## src/rtl/pconv_sched_c6.sv

```systemverilog
// rtl/pconv_sched_c6.sv - sequencer for a 6-channel pointwise convolution layer
//
// Walks every output channel (outer) and pixel (inner). For each it fetches the
// packed feature word, weight word and bias/shift, issues one vector to the
// pconv unit, waits for the result and writes it to the output buffer.
//
// Ports:
//   clk, rst_n            clock, synchronous active-low reset
//   start / busy / done   layer handshake; done pulses on completion or abort
//   err                   sticky timeout flag, cleared by the next accepted start
//   fm_rd, fm_raddr       feature read (data 1 cycle later on fm_rdata)
//   w_raddr / w_rdata     weight read (1-cycle latency)
//   p_raddr / p_bias / p_shift   per-channel parameter read (1-cycle latency)
//   pu_input_vld, pu_*_din       operands and issue strobe to the unit
//   pu_conv_dout(_vld)    unit result
//   out_we, out_waddr, out_wdata output buffer write port
module pconv_sched_c6 #(
  parameter int N        = 16,
  parameter int IMG_SIZE = 12,
  parameter int OUT_CH   = 16,
  parameter int FM_AW    = 8,
  parameter int OC_AW    = 4,
  parameter int OUT_AW   = 12,
  parameter int TIMEOUT  = 255
) (
  input  logic              clk,
  input  logic              rst_n,
  input  logic              start,
  output logic              busy,
  output logic              done,
  output logic              err,
  output logic              fm_rd,
  output logic [FM_AW-1:0]  fm_raddr,
  input  logic [6*N-1:0]    fm_rdata,
  output logic [OC_AW-1:0]  w_raddr,
  input  logic [6*N-1:0]    w_rdata,
  output logic [OC_AW-1:0]  p_raddr,
  input  logic [31:0]       p_bias,
  input  logic [4:0]        p_shift,
  output logic              pu_input_vld,
  output logic [6*N-1:0]    pu_input_din,
  output logic [6*N-1:0]    pu_weight_din,
  output logic [31:0]       pu_bias_din,
  output logic [4:0]        pu_shift_din,
  input  logic [N-1:0]      pu_conv_dout,
  input  logic              pu_conv_dout_vld,
  output logic              out_we,
  output logic [OUT_AW-1:0] out_waddr,
  output logic [N-1:0]      out_wdata
);

  localparam logic [2:0] S_IDLE  = 3'd0;
  localparam logic [2:0] S_FETCH = 3'd1;
  localparam logic [2:0] S_ISSUE = 3'd2;
  localparam logic [2:0] S_WAIT  = 3'd3;
  localparam logic [2:0] S_WRITE = 3'd4;
  localparam logic [2:0] S_DRAIN = 3'd5;
  localparam logic [2:0] S_FIN   = 3'd6;

  localparam int                PIX      = IMG_SIZE * IMG_SIZE;
  localparam logic [FM_AW-1:0]  PIX_LAST = FM_AW'(PIX - 1);
  localparam logic [OC_AW-1:0]  OC_LAST  = OC_AW'(OUT_CH - 1);
  localparam int                TO_W     = $clog2(TIMEOUT + 1);
  // The count "reaches TIMEOUT" on the increment made while it holds TIMEOUT-1.
  localparam logic [TO_W-1:0]   TO_LAST  = TO_W'(TIMEOUT - 1);

  logic [2:0]        state;
  logic [2:0]        nxt;
  logic [OC_AW-1:0]  oc;
  logic [FM_AW-1:0]  pix;
  logic [OUT_AW-1:0] wcnt;
  logic [TO_W-1:0]   tcnt;
  logic              last_out;
  logic              to_hit;

  assign last_out = (oc == OC_LAST) && (pix == PIX_LAST);
  // A valid in the same cycle as the final count takes priority over the abort.
  assign to_hit   = !pu_conv_dout_vld && (tcnt == TO_LAST);

  always_comb begin
    nxt = state;
    case (state)
      S_IDLE:  if (start) nxt = S_FETCH;
      S_FETCH: nxt = S_ISSUE;
      S_ISSUE: nxt = S_WAIT;
      S_WAIT: begin
        if (pu_conv_dout_vld) nxt = S_WRITE;
        else if (to_hit)      nxt = S_FIN;
      end
      S_WRITE: nxt = last_out ? S_FIN : S_DRAIN;
      // Hold until the previous valid drops so a long valid is not taken twice.
      S_DRAIN: if (!pu_conv_dout_vld) nxt = S_FETCH;
      S_FIN:   nxt = S_IDLE;
      default: nxt = S_IDLE;
    endcase
  end

  // Strobes are registered from the next state so each is high exactly while
  // the FSM sits in the state it belongs to.
  always_ff @(posedge clk) begin
    if (!rst_n) begin
      state         <= S_IDLE;
      busy          <= 1'b0;
      done          <= 1'b0;
      err           <= 1'b0;
      fm_rd         <= 1'b0;
      fm_raddr      <= '0;
      w_raddr       <= '0;
      p_raddr       <= '0;
      pu_input_vld  <= 1'b0;
      pu_input_din  <= '0;
      pu_weight_din <= '0;
      pu_bias_din   <= '0;
      pu_shift_din  <= '0;
      out_we        <= 1'b0;
      out_waddr     <= '0;
      out_wdata     <= '0;
      oc            <= '0;
      pix           <= '0;
      wcnt          <= '0;
      tcnt          <= '0;
    end else begin
      state        <= nxt;
      busy         <= (nxt != S_IDLE);
      done         <= (nxt == S_FIN);
      fm_rd        <= (nxt == S_FETCH);
      pu_input_vld <= (nxt == S_ISSUE);
      out_we       <= (nxt == S_WRITE);

      case (state)
        S_IDLE: begin
          if (start) begin
            oc       <= '0;
            pix      <= '0;
            wcnt     <= '0;
            err      <= 1'b0;
            fm_raddr <= '0;
            w_raddr  <= '0;
            p_raddr  <= '0;
          end
        end
        S_ISSUE: begin
          // Memory data for the FETCH addresses is valid now; operands stay
          // frozen until the next ISSUE because the unit may sample late.
          pu_input_din  <= fm_rdata;
          pu_weight_din <= w_rdata;
          pu_bias_din   <= p_bias;
          pu_shift_din  <= p_shift;
          tcnt          <= '0;
        end
        S_WAIT: begin
          if (pu_conv_dout_vld) begin
            out_waddr <= wcnt;
            out_wdata <= pu_conv_dout;
          end else if (to_hit) begin
            err <= 1'b1;
          end else begin
            tcnt <= tcnt + 1'b1;
          end
        end
        S_WRITE: begin
          // wcnt tracks oc*PIX+pix, so no multiplier is needed for the address.
          wcnt <= wcnt + 1'b1;
          if (!last_out) begin
            if (pix == PIX_LAST) begin
              pix <= '0;
              oc  <= oc + 1'b1;
            end else begin
              pix <= pix + 1'b1;
            end
          end
        end
        S_DRAIN: begin
          if (!pu_conv_dout_vld) begin
            fm_raddr <= pix;
            w_raddr  <= oc;
            p_raddr  <= oc;
          end
        end
        default: ;
      endcase
    end
  end

endmodule
```

## config.mk

```make
export PLATFORM = sky130hd
export DESIGN_NAME = pconv_sched_c6
export DESIGN_NICKNAME = d
export VERILOG_FILES = /design/src/rtl/pconv_sched_c6.sv
export SDC_FILE = /design/constraint.sdc
export NUM_CORES = 1
export LEC_CHECK = 0
export BUFFER_PORTS_ARGS = -buffer_cell sky130_fd_sc_hd__buf_4
export CORE_AREA = 2 2 206 208
export CTS_CLUSTER_SIZE = 30
export DETAILED_ROUTE_END_ITERATION = 16
export DIE_AREA = 0 0 208 210
export PLACE_DENSITY = 0.52
export SETUP_SLACK_MARGIN = 0.02
export SLEW_MARGIN = 20
export SYNTH_ARGS = -nofsm -noshare
export SYNTH_HDL_FRONTEND = slang
export SYNTH_SLANG_ARGS = --single-unit
```

## constraint.sdc

```tcl
create_clock -name clk -period 2 [get_ports clk]
set_input_delay 0.2 -clock clk [delete_from_list [all_inputs] [get_ports clk]]
set_output_delay 0.2 -clock clk [all_outputs]
set_load 0.03 [all_outputs]
```

Yosys cells after proc, flatten, opt, wreduce, memory -nomap -nowiden
Cells that the tools add are included.
{ "totals": {"reg_bits": 310, "word_cells": 85} }
{ "classes": {"n_addsub": 4, "n_eq_ne": 19, "mux": 27, "n_reduce_logical": 16} }
{ "ops": {"columns": ["cell", "n"], "rows": [
  ["$mux 8", 6],
  ["$pmux 8 s2", 3],
  ["$pmux 12 s2", 1],
  ["$pmux 3 s6", 1],
  ["$add 8x1->8 const B", 2],
  ["$eq 8x8->1 const B", 2],
  ["$mux 4", 4],
  ["$pmux 4 s2", 2],
  ["$ne 2x2->1 const B", 7],
  ["$add 12x1->12 const B", 1],
  ["$eq 3x3->1 const B", 4],
  ["$mux 12", 1],
  ["$mux 3", 4],
  ["$eq 3x2->1 const B", 3],
  ["$reduce_and 3->1", 3],
  ["$reduce_and 4->1", 2],
  ["$reduce_bool 2->1", 4],
  ["$eq 3x1->1 const B", 2],
  ["$add 4x1->4 const B", 1],
  ["$eq 4x4->1 const B", 1],
  ["$reduce_and 2->1", 2],
  ["$logic_not 3->1", 1],
  ["$mux 1", 3],
  ["$reduce_bool 3->1", 1],
  ["4 further kinds", 5]
]} }

Depth between registers and ports, before layout
Gate-level depths: netlist (run 1).
{ "logic_depth": {"ltp_word": 6, "depth_mapped": 7, "ltp_nobuf": 6} }

Worst setup path after synthesis (run 1)
Ideal clock, no wire load.
{ "synth_timing": {"kind": "register to register", "start": "reg state[2]", "end": "reg fm_raddr[0]", "setup_ps": 70, "arrival_time_ps": 1609, "slack_ps": 321, "stages_incl_launch_ff": 6, "path_buffers": 1, "period_less_slack_ps": 1679, "path_cell_list": "dfxtp_1 > or4b_1 > o21a_1 > buf_6 > or3b_1 > a21oi_1"} }
{ "synth_between": {"elab_chain_cells": 3} }
{ "synth_rtl": {"columns": ["item", "line_no", "rtl"], "rows": [
  ["start: declaration", "67", "logic [2:0] state;"],
  ["start signal: assignment", "123", "state <= nxt;"],
  ["$eq 3x3->1 or $logic_not 3->1 (tied branches)", "130", "case (state)"],
  ["$ne 2x2->1 (no source line) or $reduce_bool 2->1 (tied branches)", null, null],
  ["$reduce_and 3->1 (no source line)", null, null],
  ["end signal: assignment", "175", "fm_raddr <= pix;"],
  ["end: declaration", "33", "output logic [FM_AW-1:0] fm_raddr,"]
]} }
Several ways; a longest one is shown, not always the timed one.
A chain may end at the register's enable or synchronous reset.

Worst setup path after layout (run 1)
{ "layout_timing": {"start": "reg pix[4]", "end": "reg out_we"} }
{ "layout_between": {"elab_chain_cells": 5} }
{ "layout_rtl": {"columns": ["item", "line_no", "rtl"], "rows": [
  ["start: declaration", "70", "logic [FM_AW-1:0] pix;"],
  ["start signal: assignment", "169", "pix <= pix + 1'b1;"],
  ["$eq 8x8->1", "76", "assign last_out = (oc == OC_LAST) && (pix == PIX_LAST);"],
  ["$logic_and 1x1->1", "76", null],
  ["$mux 2", "90", "S_WRITE: nxt = last_out ? S_FIN : S_DRAIN;"],
  ["$pmux 3 s6", "82", "case (state)"],
  ["$eq 3x3->1", "128", "out_we <= (nxt == S_WRITE);"],
  ["end signal: assignment", "128", null],
  ["end: declaration", "47", "output logic out_we,"]
]} }
Every way passes these cells.

==> results.py, run 1 <==
metrics = {
    "timing": {
        "fin_tns_setup_ns": 0,
        "tightest_slew_ns": 0.606,
        "maxSlewHeadroom_pct": 59.6,
        "final_max_slew_viol_count": 0,
        "min_period_ns": 1.87,
        "max_freq_ghz": 0.534,
        "rsz0062_at_grt": "true",
        "final-setup-viol-count": 0,
        "fin_crit_sh_pct": 93.7,
        "holdWs_ns": 0.0147,
        "clock_skew_ns": 0.0121,
        "finalHoldViolations": 0,
    },
    "synthesis": {
        "ys_top_cells_by_area": "dfxtp_1 54%, nand2_1 18%, a21oi_1 13%",
        "seq_area_frac_synth_pct": 54.4,
        "avgSynthCellArea_um2": 8.02,
        "synthesis.nets": 1676,
        "synth_top_area_cell": "dfxtp_1",
        "synth_area_mm2": 0.0114,
        "yosys_most_used_dff": "dfxtp_1",
        "synth_seq_cells": 310,
        "synth-edff-count": 0,
        "ys_warn_count": 0,
        "syn_inst": 1422,
        "synth_top_area_share_pct": 54.4,
        "synth_async_sr_flop_share_pct": 0,
        "synth_cell_types": 56,
    },
    "grt": {
        "overflow": 0,
        "use_met2_pct": 32.7,
        "grt_pass1_wl_um": 66100,
        "use_met3_pct": 5.18,
        "grt_pass1_vias": 12383,
        "grt.total_usage_pct": 18.6,
        "use_met1_pct": 21.4,
        "grt_max_degree": 84,
        "grt_busiest_layer": "met2",
        "antenna_found_initial": 0,
    },
    "drt": {
        "ant_nets": 0,
        "vias": 12417,
        "routed_wl_um": 42600,
        "first_iter_violations": 621,
        "viasPerCell": 4.56,
        "dr.pass1.iters": 5,
        "wl_per_cell_um": 15.6,
        "drc_errors": 0,
    },
    "clock_network": {
        "postCtsSetupBuffers": 0,
        "cts_buffer_depth": 3,
        "cts-root-buf": "clkbuf_16",
        "cts_tree": "yes",
        "cts_made_buffers": 37,
        "clk_latency_ns": 0.52,
        "cts.htree.levels": 2,
        "clkSlewWorstSetupHoldPaths_ns": 0.06,
        "cts.sinks": 310,
    },
    "hold_path": {
        "min_path_cells": 3,
        "hold_end": "pu_input_din[74]$_SDFFE_PN0P_",
        "hold_path_class": "in -> reg",
        "worstHoldStart": "fm_rdata[74]",
    },
    "worst_setup_path": {
        "reg2reg_from": "pix[4]$_SDFFE_PN0P_",
        "reg2reg_depth": 4,
        "end_kind": "flip-flop",
        "required_ns": 2.42,
        "critical_path_class": "reg -> reg",
        "rrSetupSlack_ns": 0.13,
        "startpoint_type": "flip-flop",
        "slowest_stage": "or4b_4",
        "crit_arrival_ns": 2.29,
        "max_stage_delay_ns": 0.60,
        "r2r_end": "out_we$_SDFF_PN0_",
        "crit_fanout": 7,
        "crit_chain": "or4b_4 -> o31ai_4 -> nand2_1 -> nor4b_1",
    },
    "floorplan": {
        "ios": 528,
        "start_util_pct": 27.5,
        "die-area_mm2": 0.0437,
        "die_w_um": 208,
        "core_mm2": 0.0415,
        "rows": 75,
        "die_h_um": 210,
    },
    "final_layout": {
        "antenna_cells": 0,
        "design_area_mm2": 0.0196,
        "post-route-util_pct": 47.3,
        "nets": 2420,
        "drive_above_1_share_pct": 28.9,
        "area_delta_synth_final_pct": 72.0,
    },
    "placement": {
        "placed_area_mm2": 0.0161,
        "dp.final_hpwl_um": 29300,
        "routabilityCongestion": 0.814,
        "port_buffers": 527,
    },
    "pwr": {
        "finalPower_uw": 17300,
        "vdd_drop_max_uv": 695,
        "p_per_area_mw_per_mm2": 884,
        "p_leak_uw": 0.00816,
    },
    "job": {
        "maxCapViolations": 0,
    },
    "outcome": {
        "outcome": "finished clean",
    },
}
==> sequential cells by signal, indices dropped and copies added (netlist names), 4 cells and up <==
name           cells
fm_raddr           8
oc                 4
out_waddr         12
out_wdata         16
p_raddr            4
pix                8
pu_bias_din       32
pu_input_din      96
pu_shift_din       5
pu_weight_din     96
tcnt               8
wcnt              12
==> worst max-delay path, delay by kind of cell, from the launching register on <==
kind | cells | cell delay [ns]
compound gates | 1 | 0.38
simple gates | 3 | 1.01
flops | 1 | 0.37
==> synth_stat cells, types with 2 or more instances <==
cell type and n:
nand2_1 550, dfxtp_1 310, a21oi_1 290, clkbuf_1 66
buf_2 33, nand3_1 19, nor2_1 19, or3b_1 13
inv_1 8, o21ai_0 8, or3_1 8, and3_1 7
mux2i_1 7, a31oi_1 6, buf_4 5, ha_1 5
a2111o_1 4, nand3b_1 4, a211oi_1 3, and2_1 3
and4_1 3, nand4_1 3, o21a_1 3, o221a_2 3
or4_1 3, a311oi_1 2, nand2b_1 2, nor3_1 2
nor3b_2 2, nor4b_2 2, o2111ai_1 2, o31ai_1 2
o41ai_1 2
==> final cells by class <==
type / count / area, um^2
repair buffers: 810 / 6890
inverters: 8 / 37.5
flip-flops and latches: 310 / 6210
multi-input cells: 999 / 4710
clock buffers: 53 / 1030
fillers: 3906 / 21900
clock inverters: 4 / 70.1
well taps: 539 / 674
==> through the flow <==
step,setup WS [ns],cells
2_1_floorplan,0.321,1422
3_3_place_gp,0.142,2424
3_5_place_dp,0.130,2424
4_1_cts,0.108,2723
5_1_grt,-0.00488,2723
6_report,0.126,2723
==> worst max-delay path by stage <==
stage                                           to  slack, ns                 from
after floorplan           fm_raddr[0]$_SDFFE_PN0P_       0.32  state[2]$_SDFF_PN0_
after global placement           out_we$_SDFF_PN0_       0.14   oc[0]$_SDFFE_PN0P_
after detailed placement  fm_raddr[7]$_SDFFE_PN0P_       0.13  state[2]$_SDFF_PN0_
after CTS                 fm_raddr[7]$_SDFFE_PN0P_       0.11  state[2]$_SDFF_PN0_
after global routing             out_we$_SDFF_PN0_     -0.005  pix[0]$_SDFFE_PN0P_
final                            out_we$_SDFF_PN0_       0.13  pix[4]$_SDFFE_PN0P_
==> report_power, final <==
| part | switching [uW] | internal [uW] | total, uW | leakage [uW] |
|---|---|---|---|---|
| registers | 245 | 6640 | 6880 | 0.00251 |
| logic | 2430 | 1760 | 4190 | 0.00511 |
| clock network | 2490 | 3780 | 6270 | 0.000535 |
==> cell families after synthesis <==
group / Yosys count / synth area share, %
compound gates: 333 / 15.8
xor+xnor: 2 / 0.154
fa+ha+maj: 5 / 0.549
buf+inv: 113 / 4.31
flops: 310 / 54.4
mux: 8 / 0.713
simple gates: 651 / 24.1
==> cell usage in the layout, fill, tap and decap left out, drive strengths merged, types with 3 or more instances in the layout <==
cell type,n
o21a,3
or4,3
nor3b,3
a31oi,6
o31ai,3
and3,7
and2,3
inv,8
nand4,4
nor2,20
nand2,550
a2111o,4
buf,568
ha,5
dlygate4sd3,242
or3,8
nor4b,3
dfxtp,310
a211oi,3
nand3b,4
and4,3
or3b,14
o221a,3
nand3,19
mux2i,7
o21ai,9
clkbuf,53
a21oi,290
==> per-layer routing <==
metal	part of all wire [%]	up-vias
li1	-	6198
met1	40	5682
met2	49	451
met3	7.4	86
met4	3.3	0
met5	0	-
==> repair_timing <==
| item | CTS | global route |
|---|---|---|
| endpoints found under the setup margin | 0 | 11 |
| resized for setup | 0 | 1 |
| hold buffers | 242 | 0 |
| hold endpoints to repair | 242 | 0 |
Note: power is estimated with default switching activity, not from simulation.
==> run 2: changes to the inputs <==
- RECOVER_POWER: unset -> 50
==> run 2 against run 1 <==
  * Sequential share of layout area grew 1.8 points
  * Final area shrank 5.4%
  * Largest cell class is now flip-flops and latches
  * Utilization shrank 2.5 points
  * Clock skew is essentially flat
  * Largest power group unchanged
  * Register-to-register slack is essentially flat
==> results.py, run 2 (synthesis results as in run 1) <==
metrics = {
    "worst_setup_path": {
        "slowest_stage": "or4b_4",
        "critical_path_class": "reg -> reg",
        "crit_arrival_ns": 2.29,
        "crit_fanout": 7,
        "required_ns": 2.41,
        "cp.buffers_inverters": 0,
        "critPathTopFamily": "simple AND/OR/NAND/NOR gates",
        "max_stage_delay_ns": 0.60,
        "end_kind": "flip-flop",
        "startpoint_type": "flip-flop",
        "crit_chain": "or4b_4 -> o31ai_4 -> nand2_1 -> nor4b_1",
    },
    "final_layout": {
        "register_area_mm2": 0.00621,
        "post-route-util_pct": 44.8,
        "drive_above_1_share_pct": 16.1,
        "layout_common_cells": "550 x nand2_1, 310 x dfxtp_1, 292 x clkbuf_1, 290 x a21oi_1, 272 x buf_4",
        "design_area_mm2": 0.0186,
        "nets": 2420,
        "nFillCells": 4221,
        "reg_top3": "pu_input_din: 96 flops, pu_weight_din: 96 flops, pu_bias_din: 32 flops",
        "layout_commonest_cell": "nand2_1",
        "antenna_cells": 0,
        "multi_input_comb_area_mm2": 0.00471,
        "area_delta_synth_final_pct": 62.8,
        "stdcell_count": 2723,
    },
    "clock_network": {
        "cts.sinks": 310,
        "cts_tree": "yes",
        "clk_latency_ns": 0.52,
        "clkSlewWorstSetupHoldPaths_ns": 0.06,
        "cts.htree.levels": 2,
        "cts-root-buf": "clkbuf_16",
        "cts_made_buffers": 37,
        "cts_buffer_depth": 3,
        "postCtsSetupBuffers": 0,
    },
    "timing": {
        "fin_crit_sh_pct": 93.7,
        "final-setup-viol-count": 0,
        "max_freq_ghz": 0.534,
        "finalHoldViolations": 0,
        "min_period_ns": 1.87,
        "maxSlewHeadroom_pct": 59.8,
        "final_max_slew_viol_count": 0,
        "rsz0062_at_grt": "true",
        "clock_skew_ns": 0.0118,
        "tightest_slew_ns": 0.603,
        "fin_tns_setup_ns": 0,
    },
    "floorplan": {
        "die_w_um": 208,
        "die_h_um": 210,
        "ios": 528,
        "core_mm2": 0.0415,
        "start_util_pct": 27.5,
        "rows": 75,
        "die-area_mm2": 0.0437,
    },
    "grt": {
        "grt_pass1_vias": 12383,
        "grt.total_usage_pct": 18.6,
        "antenna_found_initial": 0,
        "grt_max_degree": 84,
        "grt_pass1_wl_um": 66100,
        "overflow": 0,
    },
    "drt": {
        "viasPerCell": 4.55,
        "first_iter_violations": 639,
        "routed_wl_um": 42600,
        "wl_per_cell_um": 15.6,
        "drc_errors": 0,
        "vias": 12387,
        "ant_nets": 0,
        "dr.pass1.iters": 7,
    },
    "job": {
        "maxCapViolations": 0,
    },
    "hold_path": {
        "hold_path_class": "in -> reg",
    },
    "placement": {
        "routabilityCongestion": 0.814,
        "port_buffers": 527,
        "placed_cells": 2424,
        "dp.final_hpwl_um": 29300,
        "placed_area_mm2": 0.0161,
    },
    "pwr": {
        "p_leak_uw": 0.00698,
        "p_per_area_mw_per_mm2": 913,
        "vdd_drop_max_uv": 678,
    },
    "outcome": {
        "outcome": "finished clean",
    },
}
[run 2: changes by cell type in the layout (fill, tap and decap cells not counted)]
cell      previous run  this run
clkbuf_1            12       292
buf_4              552       272
[run 2: worst reg2reg max path: cells and delay by family (launching register included)]
family           cells  cell delay [ns]
AO/OA/AOI/OAI        1             0.38
flip-flops           1             0.37
AND/OR/NAND/NOR      3             1.02
[run 2: per-layer routing]
layer,up-vias,global-route usage (%),part of all wire [%]
met1,5653,21.4,40
met2,449,32.7,49
met3,88,5.18,7.3
met5,-,0,0
li1,6197,-,-
met4,0,7.39,3.5
[run 2: what timing repair did]
item / CTS / global route
endpoints found under the hold margin: 242 / 0
resized for setup: 0 / 1
hold buffers: 242 / 0
endpoints found under the setup margin: 0 / 11
[run 2: metrics by stage]
step / power, uW / setup slack (ns) / hold slack, ns
2_1_floorplan: 9060 / 0.321 / 0.336
3_3_place_gp: 10800 / 0.142 / 0.441
3_5_place_dp: 10800 / 0.130 / 0.447
4_1_cts: 17600 / 0.108 / 0.00168
5_1_grt: 17800 / -0.00488 / 0.00923
6_report: 17000 / 0.126 / 0.0216
[run 2: area by class of cell]
type	count	area share, %
clock inverters	4	0.377
well taps	539	3.63
clock buffers	53	5.53
flip-flops and latches	310	33.4
inverters	8	0.202
repair buffers	810	31.4
multi-input cells	999	25.4
[run 2: worst paths after layout]
| path | from | endpoint | slack, ns | depth (start not counted) |
|---|---|---|---|---|
| max | pix[4]$_SDFFE_PN0P_ | out_we$_SDFF_PN0_ | 0.13 | 4 |
| min | fm_rdata[74] | pu_input_din[74]$_SDFFE_PN0P_ | 0.02 | 3 |
| max reg2reg | pix[4]$_SDFFE_PN0P_ | out_we$_SDFF_PN0_ | 0.13 | 4 |
| min reg2reg | pu_bias_din[23]$_SDFFE_PN0P_ | pu_bias_din[23]$_SDFFE_PN0P_ | 0.45 | 2 |
[run 2: power by group]
group | switching [uW] | total [uW] | internal, uW | leakage [uW]
combinational | 2430 | 3830 | 1390 | 0.00393
clock | 2480 | 6260 | 3780 | 0.000535
sequential | 234 | 6870 | 6640 | 0.00251
total | 5150 | 17000 | 11800 | 0.00698
